`src/rtl/gray_counter_pkg.sv`:
```
// Shared types, limits and code conversions for the Gray counter bank.
// GRAY_COUNTER_BANK_BIN_OUT_EN adds a registered binary output per channel.
package gray_counter_pkg;

  localparam int NCH_MIN   = 1;
  localparam int NCH_MAX   = 16;
  localparam int WIDTH_MIN = 2;
  localparam int WIDTH_MAX = 16;

`ifdef GRAY_COUNTER_BANK_BIN_OUT_EN
  localparam bit BIN_OUT_EN = 1'b1;
`else
  localparam bit BIN_OUT_EN = 1'b0;
`endif

  typedef logic [WIDTH_MAX-1:0] word_t;

  function automatic word_t bin2gray(input word_t b);
    return b ^ (b >> 1);
  endfunction

  function automatic word_t gray2bin(input word_t g);
    word_t b;
    b[WIDTH_MAX-1] = g[WIDTH_MAX-1];
    for (int i = WIDTH_MAX - 2; i >= 0; i--)
      b[i] = b[i+1] ^ g[i];
    return b;
  endfunction

endpackage

```
`src/rtl/gray_counter_chan.sv`:
```
// One Gray counter channel: binary state, registered Gray code and wrap flag.
// GRAY_COUNTER_BANK_BIN_OUT_EN exposes the binary state as o_bin.
module gray_counter_chan
  import gray_counter_pkg::*;
#(
  parameter int WIDTH = 4
) (
  input  logic             clk,
  input  logic             i_reset,
  input  logic             i_en,
  input  logic             i_up,
  input  logic             i_clr,
  input  logic             i_load,
  input  logic [WIDTH-1:0] i_load_val,
  output logic [WIDTH-1:0] o_gray,
  output logic             o_wrap
`ifdef GRAY_COUNTER_BANK_BIN_OUT_EN
  ,
  output logic [WIDTH-1:0] o_bin
`endif
);

  localparam logic [WIDTH-1:0] ONES = '1;

  logic [WIDTH-1:0] r_bin;
  logic [WIDTH-1:0] r_gray;
  logic             r_wrap;
  logic [WIDTH-1:0] w_nxt;
  logic             w_wrap;

  always_comb begin
    w_nxt  = r_bin;
    w_wrap = 1'b0;
    priority case (1'b1)
      i_clr:  w_nxt = '0;
      i_load: w_nxt = i_load_val;
      i_en: begin
        if (i_up) begin
          w_nxt  = r_bin + WIDTH'(1);
          w_wrap = (r_bin == ONES);
        end else begin
          w_nxt  = r_bin - WIDTH'(1);
          w_wrap = (r_bin == '0);
        end
      end
      default: ;
    endcase
  end

  // Gray is encoded from the next state so the output stays a pure flop.
  always_ff @(posedge clk or negedge i_reset) begin
    if (!i_reset) begin
      r_bin  <= '0;
      r_gray <= '0;
      r_wrap <= 1'b0;
    end else begin
      r_bin  <= w_nxt;
      r_gray <= WIDTH'(bin2gray(word_t'(w_nxt)));
      r_wrap <= w_wrap;
    end
  end

  assign o_gray = r_gray;
  assign o_wrap = r_wrap;

`ifdef GRAY_COUNTER_BANK_BIN_OUT_EN
  assign o_bin = r_bin;
`endif

endmodule

```
`src/rtl/gray_counter_bank.sv`:
```
// Bank of NCH independent up/down Gray counters with load, clear and wrap.
// GRAY_COUNTER_BANK_BIN_OUT_EN adds the bin output port.
module gray_counter_bank
  import gray_counter_pkg::*;
#(
  parameter int NCH   = 2,
  parameter int WIDTH = 4
) (
  input  logic                 clk,
  input  logic                 reset,
  input  logic [NCH-1:0]       en,
  input  logic [NCH-1:0]       up,
  input  logic [NCH-1:0]       clr,
  input  logic [NCH-1:0]       load,
  input  logic [NCH*WIDTH-1:0] load_val,
  output logic [NCH*WIDTH-1:0] gray,
  output logic [NCH-1:0]       wrap
`ifdef GRAY_COUNTER_BANK_BIN_OUT_EN
  ,
  output logic [NCH*WIDTH-1:0] bin
`endif
);

  if (NCH < NCH_MIN || NCH > NCH_MAX) begin : g_bad_nch
    $error("gray_counter_bank: NCH out of range");
  end

  if (WIDTH < WIDTH_MIN || WIDTH > WIDTH_MAX) begin : g_bad_width
    $error("gray_counter_bank: WIDTH out of range");
  end

  for (genvar i = 0; i < NCH; i++) begin : g_ch
    gray_counter_chan #(
      .WIDTH(WIDTH)
    ) u_chan (
      .clk       (clk),
      .i_reset   (reset),
      .i_en      (en[i]),
      .i_up      (up[i]),
      .i_clr     (clr[i]),
      .i_load    (load[i]),
      .i_load_val(load_val[i*WIDTH +: WIDTH]),
      .o_gray    (gray[i*WIDTH +: WIDTH]),
      .o_wrap    (wrap[i])
`ifdef GRAY_COUNTER_BANK_BIN_OUT_EN
      ,
      .o_bin     (bin[i*WIDTH +: WIDTH])
`endif
    );
  end

endmodule

```
`config.mk`:
```
export PLATFORM = sky130hd
export DESIGN_NAME = gray_counter_bank
export DESIGN_NICKNAME = d
export VERILOG_FILES = /design/src/rtl/gray_counter_pkg.sv /design/src/rtl/gray_counter_chan.sv /design/src/rtl/gray_counter_bank.sv
export SDC_FILE = /design/constraint.sdc
export NUM_CORES = 1
export LEC_CHECK = 0
export BUFFER_PORTS_ARGS = -buffer_cell sky130_fd_sc_hd__buf_4
export CAP_MARGIN = 25
export CORE_AREA = 2 2 64 66
export CTS_CLUSTER_SIZE = 8
export DETAILED_ROUTE_END_ITERATION = 16
export DIE_AREA = 0 0 66 68
export HOLD_SLACK_MARGIN = 0.12
export PLACE_DENSITY = 0.58
export SLEW_MARGIN = 20
export SYNTH_ARGS = -nofsm -noshare
export SYNTH_HDL_FRONTEND = slang
export SYNTH_SLANG_ARGS = --single-unit
export TNS_END_PERCENT = 10
```
`constraint.sdc`:
```
create_clock -name clk -period 4.9 [get_ports clk]
set_input_delay 0.49 -clock clk [delete_from_list [all_inputs] [get_ports clk]]
set_output_delay 0.49 -clock clk [all_outputs]
set_load 0.03 [all_outputs]
```
# == Yosys cells after proc, flatten, opt, wreduce, memory -nomap -nowiden ==
# Index checks and enable logic that the tools add are counted.
# totals
elab_cells,32
register_bits,18
inputBits,18
output_inout_bits,10
# op_classes
bitwise_logic,2
muxes,16
eq_ne,2
n_reduce_logical,2
addsub,4
# ops
cell,n
$mux W4,8
$add A4 B1 Y4 const B,2
$eq A4 B4 Y1 const B,2
$logic_not A4 Y1,2
$mux W1,8
$sub A4 B1 Y4 const B,2
$xor A4 B3 Y4,2

# == Longest topological paths before layout ==
# Gate-level depths: netlist (run 1).
# logic_depth
word_depth,6
depth_mapped,6
ltp_nobuf,6

# == By module ==
# Synthesis (run 1) repeated with hierarchy kept, for this count alone.
# hier_totals
hier_cells,104
area_unflattened_um2,1068.5
# by_module_without_submodules
module,instances,area_per_inst_um2,cells_each,seq_area_each_um2
gray_counter_chan,2,534.3,52,200.2

# == Worst setup path before layout (run 1) ==
# No wires, ideal clock.
# synth_timing
kind,in2reg
from,input port en[0]
to,register g_ch[0].u_chan.r_gray[2]
setup_ps,125
required_time_ps,4775
path_buffers,1
slack_ps,3054
arrival_time_ps,1721
cell_stages,5
cell_sequence,buf_4 -> or4b_1 -> a221o_1 -> nand3_2 -> mux2_4
# synth_between
elab_chain_len,4
# synth_lines
item,line,text
"start, declared",gray_counter_bank.sv:11,"input logic [NCH-1:0] en,"
$mux W4 (3 in a row),gray_counter_chan.sv:34,priority case (1'b1)
$xor A4 B3 Y4,gray_counter_pkg.sv:19,return b ^ (b >> 1);
"end signal, assigned",gray_counter_chan.sv:58,r_gray <= WIDTH'(bin2gray(word_t'(w_nxt)));
"end, declared",gray_counter_chan.sv:26,logic [WIDTH-1:0] r_gray;
# No other way between the ends.

# == Worst setup path in the final report (run 1) ==
# layout_timing
from,register g_ch[1].u_chan.r_bin[0]
to,register g_ch[1].u_chan.r_gray[2]
# layout_between
elab_chain_len,6
word_cells_on_any_way,7
cone_classes,add/sub: 2; mux: 4; bitwise: 1
# layout_lines
item,line,text
"start, declared",gray_counter_chan.sv:25,logic [WIDTH-1:0] r_bin;
"start signal, assigned",gray_counter_chan.sv:57,r_bin <= w_nxt;
$sub A4 B1 Y4 / $add A4 B1 Y4 (equally long branches),"gray_counter_chan.sv:42, gray_counter_chan.sv:39",
$mux W4 *,gray_counter_chan.sv:38,if (i_up) begin
$mux W4 * (3 in a row),gray_counter_chan.sv:34,
net g_ch[1].u_chan.w_nxt[2],gray_counter_chan.sv:28,logic [WIDTH-1:0] w_nxt;
$xor A4 B3 Y4 *,gray_counter_pkg.sv:19,
"end signal, assigned",gray_counter_chan.sv:58,
"end, declared",gray_counter_chan.sv:26,
# Mark *: on every way through the listed nets, which the timed path passes. The rest lies on a longest branch.

==> results.yml, run 1 <==
detailed_routing:
  wirelength_um: 2190
  first_pass_iters: 4
  vias: 868
  dr.first_iter.drc_count: 8
  post_drt_wl_per_cell_um: 12.2
  route.detailed.drc: 0
  antenna_left: 0
  viasPerCell: 4.82
grt:
  grt.overflow.total: 0
  grt_pass1_wl_um: 3960
  antenna_found_initial: 0
  groute.usage.overall_pct: 11.2
  grt_pass1_vias: 851
  grt_max_degree: 17
setup_path:
  startpoint_type: "register"
  cp.arrival_ns: 2.13
  crit_fanout: 5
  worst-setup-path-type: "reg2reg"
  crit_required_ns: 5.03
  r2r-end: "g_ch[1].u_chan.o_gray[2]"
  r2r_start: "g_ch[1].u_chan.r_bin[0]"
  worstRegToRegCells: 6
  end_kind: "register"
  reg2reg_slack_ns: 2.90
layout:
  layout_commonest_cell: "buf_4"
  layout-drive-gt1-share_pct: 28.5
  syn2layout_area_growth_pct: 25.7
  layout_common_cells: "buf_4 (27), dfrtp_1 (16), inv_1 (8), nor2_1 (8), xnor2_1 (6)"
  num_antenna_cells: 0
  layout.nets: 155
synth:
  synth_top_area_share_pct: 37.0
  synthTopCellsByArea: "dfrtp_1 (37%), xnor2_1 (4.9%), ha_1 (4.6%)"
  synth_nets: 130
  synth_cell_type_count: 33
  async_flop_share_pct: 100
  synthCells: 106
  synth_area_um2: 1080
  synth-edff-count: 0
  ys.flop_type: "dfrtp_1"
  yosysSeqAreaShare_pct: 37.0
  yosysTopAreaCell: "dfrtp_1"
  ys_warn_count: 0
  syn_avg_cell_area_um2: 10.2
  synth.ff_latch_count: 16
cts:
  numCtsBuffers: 3
  ctsRootBufferMaster: "clkbuf_8"
  htreeDepth: 1
  clk_pin_slew_ns: 0.06
  cts_tree: "built"
  cts_buffer_depth: 2
  cts_num_sinks: 16
  clk_latency_ns: 0.24
timing:
  period_needed_ns: 2.00
  skew_ns: 0.00338
  relSlewSlack_pct: 68.2
  setup_viol: 0
  hold_ws_ns: 0.446
  rsz0062_at_grt: "false"
  tightest_slew_ns: 0.474
  slew_viol_final: 0
  final.period_utilization_pct: 40.9
  hold_viol: 0
  max_freq_ghz: 0.499
  finalSetupTns_ns: 0
floorplanning:
  row_count: 23
  io_pins: 28
  die_y_um: 68
  dieArea_um2: 4490
  start_util_pct: 28.1
  core_um2: 3860
  fp.dieW_um: 66
placement:
  io_buffers: 27
  hpwlAfterDp_um: 1700
  gp_congestion: 0.818
min_path:
  hold_class: "in2reg"
  hold_start: "clr[1]"
  min_path_cells: 2
  holdPathEnd: "g_ch[1].u_chan.r_bin[3]"
run_status:
  outcome: "finished clean"
pwr:
  vdd_drop_max_v: 0.000212
  power_density_nw_per_um2: 283
  power_uw: 385
  p_leak_nw: 0.657
flow_run:
  maxCapViolations: 0
-- repair_timing --
item	in CTS	in global routing
hold endpoints to repair	16	0
resized for setup	0	0
hold buffers	1	0
buffers inserted	0	0
-- routing by layer --
| layer | global-route usage [%] | up-vias | share of wire, % |
|---|---|---|---|
| met5 | 0 | - | 0 |
| met4 | 2.55 | 0 | 0.55 |
| met3 | 2.96 | 2 | 3.3 |
| met2 | 18.6 | 11 | 49 |
| met1 | 14.8 | 428 | 47 |
| li1 | - | 427 | - |
-- cells in the mapped netlist (all sizes together) (3+ instances only) --
cell / number
a21o: 4
a31oi: 4
buf: 6
dfrtp: 16
ha: 4
inv: 8
nand3: 4
nor2: 8
nor3: 3
xnor2: 6
-- how the worst max path moves through the flow --
stage / startpoint / endpoint / slack, ns / cells past startpoint
global placement: up[1] / g_ch[1].u_chan.o_gray[2] / 2.82 / 6
floorplan: en[0] / g_ch[0].u_chan.o_gray[2] / 3.05 / 5
CTS: g_ch[1].u_chan.r_bin[0] / g_ch[1].u_chan.o_gray[2] / 2.89 / 6
detailed placement: up[1] / g_ch[1].u_chan.o_gray[2] / 2.77 / 6
finish: g_ch[1].u_chan.r_bin[0] / g_ch[1].u_chan.o_gray[2] / 2.90 / 6
global route: g_ch[1].u_chan.r_bin[0] / g_ch[1].u_chan.o_gray[2] / 2.76 / 6
-- sequential cells by signal (all words and copies together) (netlist names) --
register	flops
g_ch.u_chan.r_bin	8
g_ch.u_chan.o_gray	6
g_ch.u_chan.o_wrap	2
-- where the power goes --
part           switching, mW  leakage, nW  internal [mW]
logic                 0.0610        0.421         0.0536
clock network         0.0434       0.0288         0.0711
registers             0.0104        0.207          0.145
-- critical path, stage by stage, from the launching register on --
cell and delay [ns]:
dfrtp_1 0.43, inv_1 0.10, fa_1 0.40, xnor2_1 0.13, a211oi_1 0.37, nor3_1 0.16
mux2_4 0.29
-- final cells by class --
| type | instances | area [µm²] |
|---|---|---|
| inverter | 8 | 30.0 |
| timing repair buffer | 28 | 213 |
| sequential | 16 | 400 |
| multi-input combinational | 74 | 599 |
| clock buffer | 4 | 55.1 |
| tap | 50 | 62.6 |
| fill | 403 | 2500 |
-- through the flow --
stage | area [µm²] | instances | utilization [%] | setup WS (ns)
after floorplan | 1080 | 106 | - | 3.05
after global placement | 1290 | 175 | 33.6 | 2.82
after detailed placement | 1290 | 175 | 33.6 | 2.77
after CTS | 1360 | 180 | 35.3 | 2.89
after global routing | 1360 | 180 | 35.3 | 2.76
final | 1360 | 180 | 35.3 | 2.90
-- logic make-up after synthesis --
| family | count (synthesis) | share of synthesized area (%) |
|---|---|---|
| muxes | 4 | 4.62 |
| buffers and inverters | 16 | 7.63 |
| xor gates and xnor gates | 8 | 6.47 |
| DFF | 16 | 37.0 |
| AOI/OAI and AO/OA | 22 | 15.7 |
| adders and majority gates | 6 | 8.32 |
| and+or+nand+nor | 34 | 20.2 |
(Power assumes the default switching activity.)
==> run 2: changes to the inputs <==
ABC_AREA = 1   (was unset)
CORE_AREA = 2 2 63 65   (was 2 2 64 66)
DIE_AREA = 0 0 65 67   (was 0 0 66 68)
PLACE_DENSITY = 0.59   (was 0.58)
clock period = 2 ns   (was 4.9 ns; I/O delays follow)
==> results.yml, run 2 <==
run_status:
  outcome: "finished clean"
cts:
  cts_setup_buffers: 0
  cts_num_sinks: 16
  clk_latency_ns: 0.24
  ctsRootBufferMaster: "clkbuf_8"
  clk_pin_slew_ns: 0.06
  cts_tree: "built"
  htreeDepth: 1
  cts_buffer_depth: 2
  numCtsBuffers: 3
floorplanning:
  fp.dieW_um: 65
  core_um2: 3610
  die_y_um: 67
  dieArea_um2: 4360
  io_pins: 28
  row_count: 22
  start_util_pct: 29.1
synth:
  synth-edff-count: 0
  yosysTopAreaCell: "dfrtp_1"
  ys_warn_count: 0
  synth_nets: 156
  synthTopCellsByCount: "nand2_1 (21), inv_1 (19), dfrtp_1 (16)"
  yosysSeqAreaShare_pct: 38.1
  syn_avg_cell_area_um2: 7.96
  async_flop_share_pct: 100
  ys.flop_type: "dfrtp_1"
  synth_area_um2: 1050
  synth_cell_type_count: 22
  synthTopCellsByArea: "dfrtp_1 (38%), nand2_1 (7.5%), xor2_1 (7.5%)"
  synthCells: 132
  synth.ff_latch_count: 16
  yosysMostFrequentCell: "nand2_1"
  synth_top_area_share_pct: 38.1
layout:
  syn2layout_area_growth_pct: 28.3
  layout_common_cells: "buf_4 (27), nand2_1 (21), inv_1 (19)"
  layout-drive-gt1-share_pct: 26.9
  layout_commonest_cell: "buf_4"
  largest_reg_flops: 8
  nFillCells: 393
  fin_area_um2: 1350
  num_antenna_cells: 0
  layout.nets: 185
  top_register: "g_ch.u_chan.r_bin"
timing:
  setup_viol: 0
  tightest_slew_ns: 0.282
  final.period_utilization_pct: 82.4
  hold_viol: 0
  finalSetupTns_ns: 0
  max_freq_ghz: 0.607
  skew_ns: 0.00296
  rsz0062_at_grt: "false"
  period_needed_ns: 1.65
  relSlewSlack_pct: 81.2
  slew_viol_final: 0
setup_path:
  crit_fanout: 4
  crit_required_ns: 2.13
  startpoint_type: "register"
  worst-setup-path-type: "reg2reg"
  cp.arrival_ns: 1.77
  end_kind: "register"
grt:
  grt_pass1_wl_um: 3840
  grt_pass1_vias: 935
  grt.overflow.total: 0
  antenna_found_initial: 0
  grt_max_degree: 17
  groute.usage.overall_pct: 11.4
placement:
  hpwlAfterDp_um: 1800
  io_buffers: 27
  gp_congestion: 0.867
  placed_area_um2: 1280
pwr:
  intPower_uw: 649
  comb_power_share_pct: 30.3
  p_sw_uw: 295
  power_density_nw_per_um2: 700
  vdd_drop_max_v: 0.000312
  p_leak_nw: 0.728
  power_frac_clock_pct: 29.0
  p_seq_share_pct: 40.8
  swShare_pct: 31.2
detailed_routing:
  dr.first_iter.drc_count: 42
  wirelength_um: 2170
  vias: 913
  post_drt_wl_per_cell_um: 10.4
  antenna_left: 0
  viasPerCell: 4.39
  first_pass_iters: 4
  route.detailed.drc: 0
min_path:
  hold_class: "in2reg"
flow_run:
  maxCapViolations: 0
run 2: per-stage QoR:
step                setup slack (ns)  hold slack [ns]  util, %  power (mW)  std cells
global placement               0.435           0.0646     35.6       0.671        203
floorplan                      0.486          -0.0956        -       0.570        132
finish                         0.352            0.213     37.4       0.944        208
global route                   0.261            0.212     37.4        1.01        208
detailed placement             0.383           0.0668     35.6       0.675        203
CTS                            0.361            0.206     37.4       0.958        208
run 2: cell type report:
cell class	count	area [µm²]	area share, %
multi-input cells	87	527	39.1
flip-flops and latches	16	400	29.7
repair buffers	28	213	15.8
inverters	25	93.8	6.96
well taps	48	60.1	4.45
clock buffers	4	55.1	4.08
run 2: cells by family (layout without fill, tap and decap cells):
| family | after synthesis | after routing | synth area share (%) |
|---|---|---|---|
| AOI/OAI and AO/OA | 15 | 15 | 8.45 |
| xor gates and xnor gates | 10 | 10 | 8.33 |
| adders and majority gates | 6 | 6 | 8.57 |
| buffers and inverters | 29 | 57 | 11.8 |
| DFF | 16 | 16 | 38.1 |
| and+or+nand+nor | 56 | 56 | 24.8 |
run 2: critical path: stages, from the launching register on:
cell and delay [ns]:
dfrtp_1 0.41, inv_1 0.09, fa_1 0.40, xor2_1 0.17, o21ai_1 0.17, nand3_2 0.12
xor2_1 0.16
run 2: final timing paths:
| kind | start | end | slack, ns | cells past startpoint |
|---|---|---|---|---|
| max reg2reg | g_ch[1].u_chan.r_bin[0] | g_ch[1].u_chan.o_gray[1] | 0.35 | 6 |
| max in group asynchronous | reset | g_ch[1].u_chan.r_bin[2] | 1.48 | 2 |
| max | g_ch[1].u_chan.r_bin[0] | g_ch[1].u_chan.o_gray[1] | 0.35 | 6 |
| min reg2reg | g_ch[1].u_chan.r_bin[2] | g_ch[1].u_chan.o_wrap | 0.62 | 2 |
| min | load[0] | g_ch[0].u_chan.r_bin[0] | 0.21 | 3 |
| min in group asynchronous | reset | g_ch[1].u_chan.o_gray[0] | 0.35 | 2 |
run 2: power groups by stage:
stage / combinational [mW] / sequential [mW] / clock (mW)
after floorplan: 0.148 / 0.422 / 0
after global routing: 0.318 / 0.389 / 0.302
after global placement: 0.281 / 0.390 / 0
after CTS: 0.288 / 0.384 / 0.286
after detailed placement: 0.285 / 0.390 / 0
final: 0.286 / 0.385 / 0.274
run 2: repair_timing:
item                      4_1_cts  5_1_grt
gates resized for setup         0        0
hold endpoints to repair       16        0
hold buffers                    1        0
run 2: per-layer routing:
layer | track usage, % | vias to the layer above | wire (µm)
li1 | - | 468 | -
met1 | 13.3 | 428 | 963
met2 | 20.2 | 15 | 1110
met3 | 3.72 | 2 | 92
met4 | 2.93 | 0 | 11
met5 | 0 | - | 0
==> run 3: changes to the inputs <==
clock period = 1.65 ns   (was 2 ns; I/O delays follow)
==> results.yml, run 3 (synthesized netlist as in run 2, its figures left out) <==
run_status:
  outcome: "finished clean"
layout:
  postLayoutCoreUtil_pct: 38.7
  layout-drive-gt1-share_pct: 29.9
  largest_reg_flops: 8
  num_antenna_cells: 0
  layout.nets: 189
  top_register: "g_ch.u_chan.r_bin"
  layout_common_cells: "buf_4 (31), nand2_1 (21), inv_1 (19)"
  nFillCells: 376
  layout_commonest_cell: "buf_4"
  syn2layout_area_growth_pct: 32.6
floorplanning:
  start_util_pct: 29.1
  fp.dieW_um: 65
  core_um2: 3610
  dieArea_um2: 4360
  io_pins: 28
  die_y_um: 67
  row_count: 22
pwr:
  p_leak_nw: 0.747
  power_mw: 1.16
  power_density_nw_per_um2: 831
  vdd_drop_max_v: 0.000416
detailed_routing:
  dr.first_iter.drc_count: 31
  wirelength_um: 2120
  route.detailed.drc: 0
  post_drt_wl_per_cell_um: 9.98
  viasPerCell: 4.36
  antenna_left: 0
  first_pass_iters: 4
  vias: 924
setup_path:
  slowest_stage: "fa_2"
  crit_required_ns: 1.76
  crit_fanout: 3
  cp.arrival_ns: 1.67
  end_kind: "register"
  cp_num_buf_inv: 1
  critPathTopFamily: "adder cells"
  startpoint_type: "register"
  path_cells: "inv_1, fa_2, o211ai_1, nand2_1, xor2_1"
  worst-setup-path-type: "reg2reg"
  slowest_delay_ns: 0.45
timing:
  relSlewSlack_pct: 82.0
  hold_viol: 0
  period_needed_ns: 1.55
  worst_slack_ns: 0.0967
  skew_ns: 0.00210
  final.period_utilization_pct: 94.1
  tightest_slew_ns: 0.270
  slew_viol_final: 0
  rsz0062_at_grt: "false"
  finalSetupTns_ns: 0
  setup_viol: 0
  hold_ws_ns: 0.188
  max_freq_ghz: 0.644
cts:
  cts_num_sinks: 16
  numCtsBuffers: 3
  cts_tree: "built"
  cts_setup_buffers: 0
  clk_pin_slew_ns: 0.06
  cts_buffer_depth: 2
  htreeDepth: 1
  ctsRootBufferMaster: "clkbuf_8"
  clk_latency_ns: 0.24
grt:
  groute.usage.overall_pct: 10.8
  grt_max_degree: 17
  antenna_found_initial: 0
  grt_pass1_vias: 864
  grt_pass1_wl_um: 3630
  grt.overflow.total: 0
placement:
  dp_slack_ns: 0.107
  gp_congestion: 0.843
  io_buffers: 27
  hpwlAfterDp_um: 1740
flow_run:
  maxCapViolations: 0
min_path:
  hold_class: "in2reg"
## run 3: cell types whose count changed in the layout (fill, tap and decap cells not counted), sizes merged
cell,delta
buf,+4
## run 3: per-stage QoR
stage          instances  instance area (µm²)
3_3_place_gp         207                 1310
2_1_floorplan        132                 1050
5_1_grt              212                 1390
3_5_place_dp         207                 1310
4_1_cts              212                 1380
6_report             212                 1390
## run 3: what timing repair did
action,CTS,global route
hold buffers,1,0
resized for setup,0,2
setup endpoints to repair,0,3
endpoints found under the hold margin,16,0
## run 3: path summary, 6_finish.rpt
check | startpoint | endpoint | slack, ns | cells after the start
worst max-delay path | g_ch[1].u_chan.r_bin[0] | g_ch[1].u_chan.o_gray[0] | 0.1 | 5
worst min-delay path | load[0] | g_ch[0].u_chan.r_bin[0] | 0.19 | 3
worst max register to register | g_ch[1].u_chan.r_bin[0] | g_ch[1].u_chan.o_gray[0] | 0.1 | 5
worst min register to register | g_ch[0].u_chan.r_bin[0] | g_ch[0].u_chan.o_wrap | 0.59 | 3
max in group asynchronous | reset | g_ch[0].u_chan.r_bin[1] | 1.16 | 2
min in group asynchronous | reset | g_ch[1].u_chan.r_bin[1] | 0.32 | 2
## run 3: power by group
| group | total [mW] | switching [mW] | leakage [nW] | internal [mW] |
|---|---|---|---|---|
| Clock | 0.328 | 0.117 | 0.0288 | 0.211 |
| Sequential | 0.460 | 0.0269 | 0.204 | 0.433 |
| Combinational | 0.370 | 0.213 | 0.514 | 0.157 |
## run 3: area by class of cell
cell class              count  area [µm²]  area share (%)
multi-input cells          87         542            38.9
flip-flops and latches     16         400            28.7
repair buffers             32         243            17.4
well taps                  48        60.1            4.31
inverters                  25        93.8            6.73
clock buffers               4        55.1            3.95
## run 3: worst reg2reg max path, delay by kind of cell (launching register included)
kind,cells,cell delay (ns)
fa+ha+maj,1,0.45
flops,1,0.38
compound gates,1,0.19
xor+xnor,1,0.18
simple gates,1,0.13
buf+inv,1,0.10
## run 3: routing by layer
metal / up-vias / routed length (µm) / track usage (%)
met5: - / 0 / 0
met4: 0 / 0 / 1.06
met3: 0 / 97 / 4.22
met2: 13 / 1070 / 18.2
met1: 434 / 945 / 13.4
li1: 477 / - / -
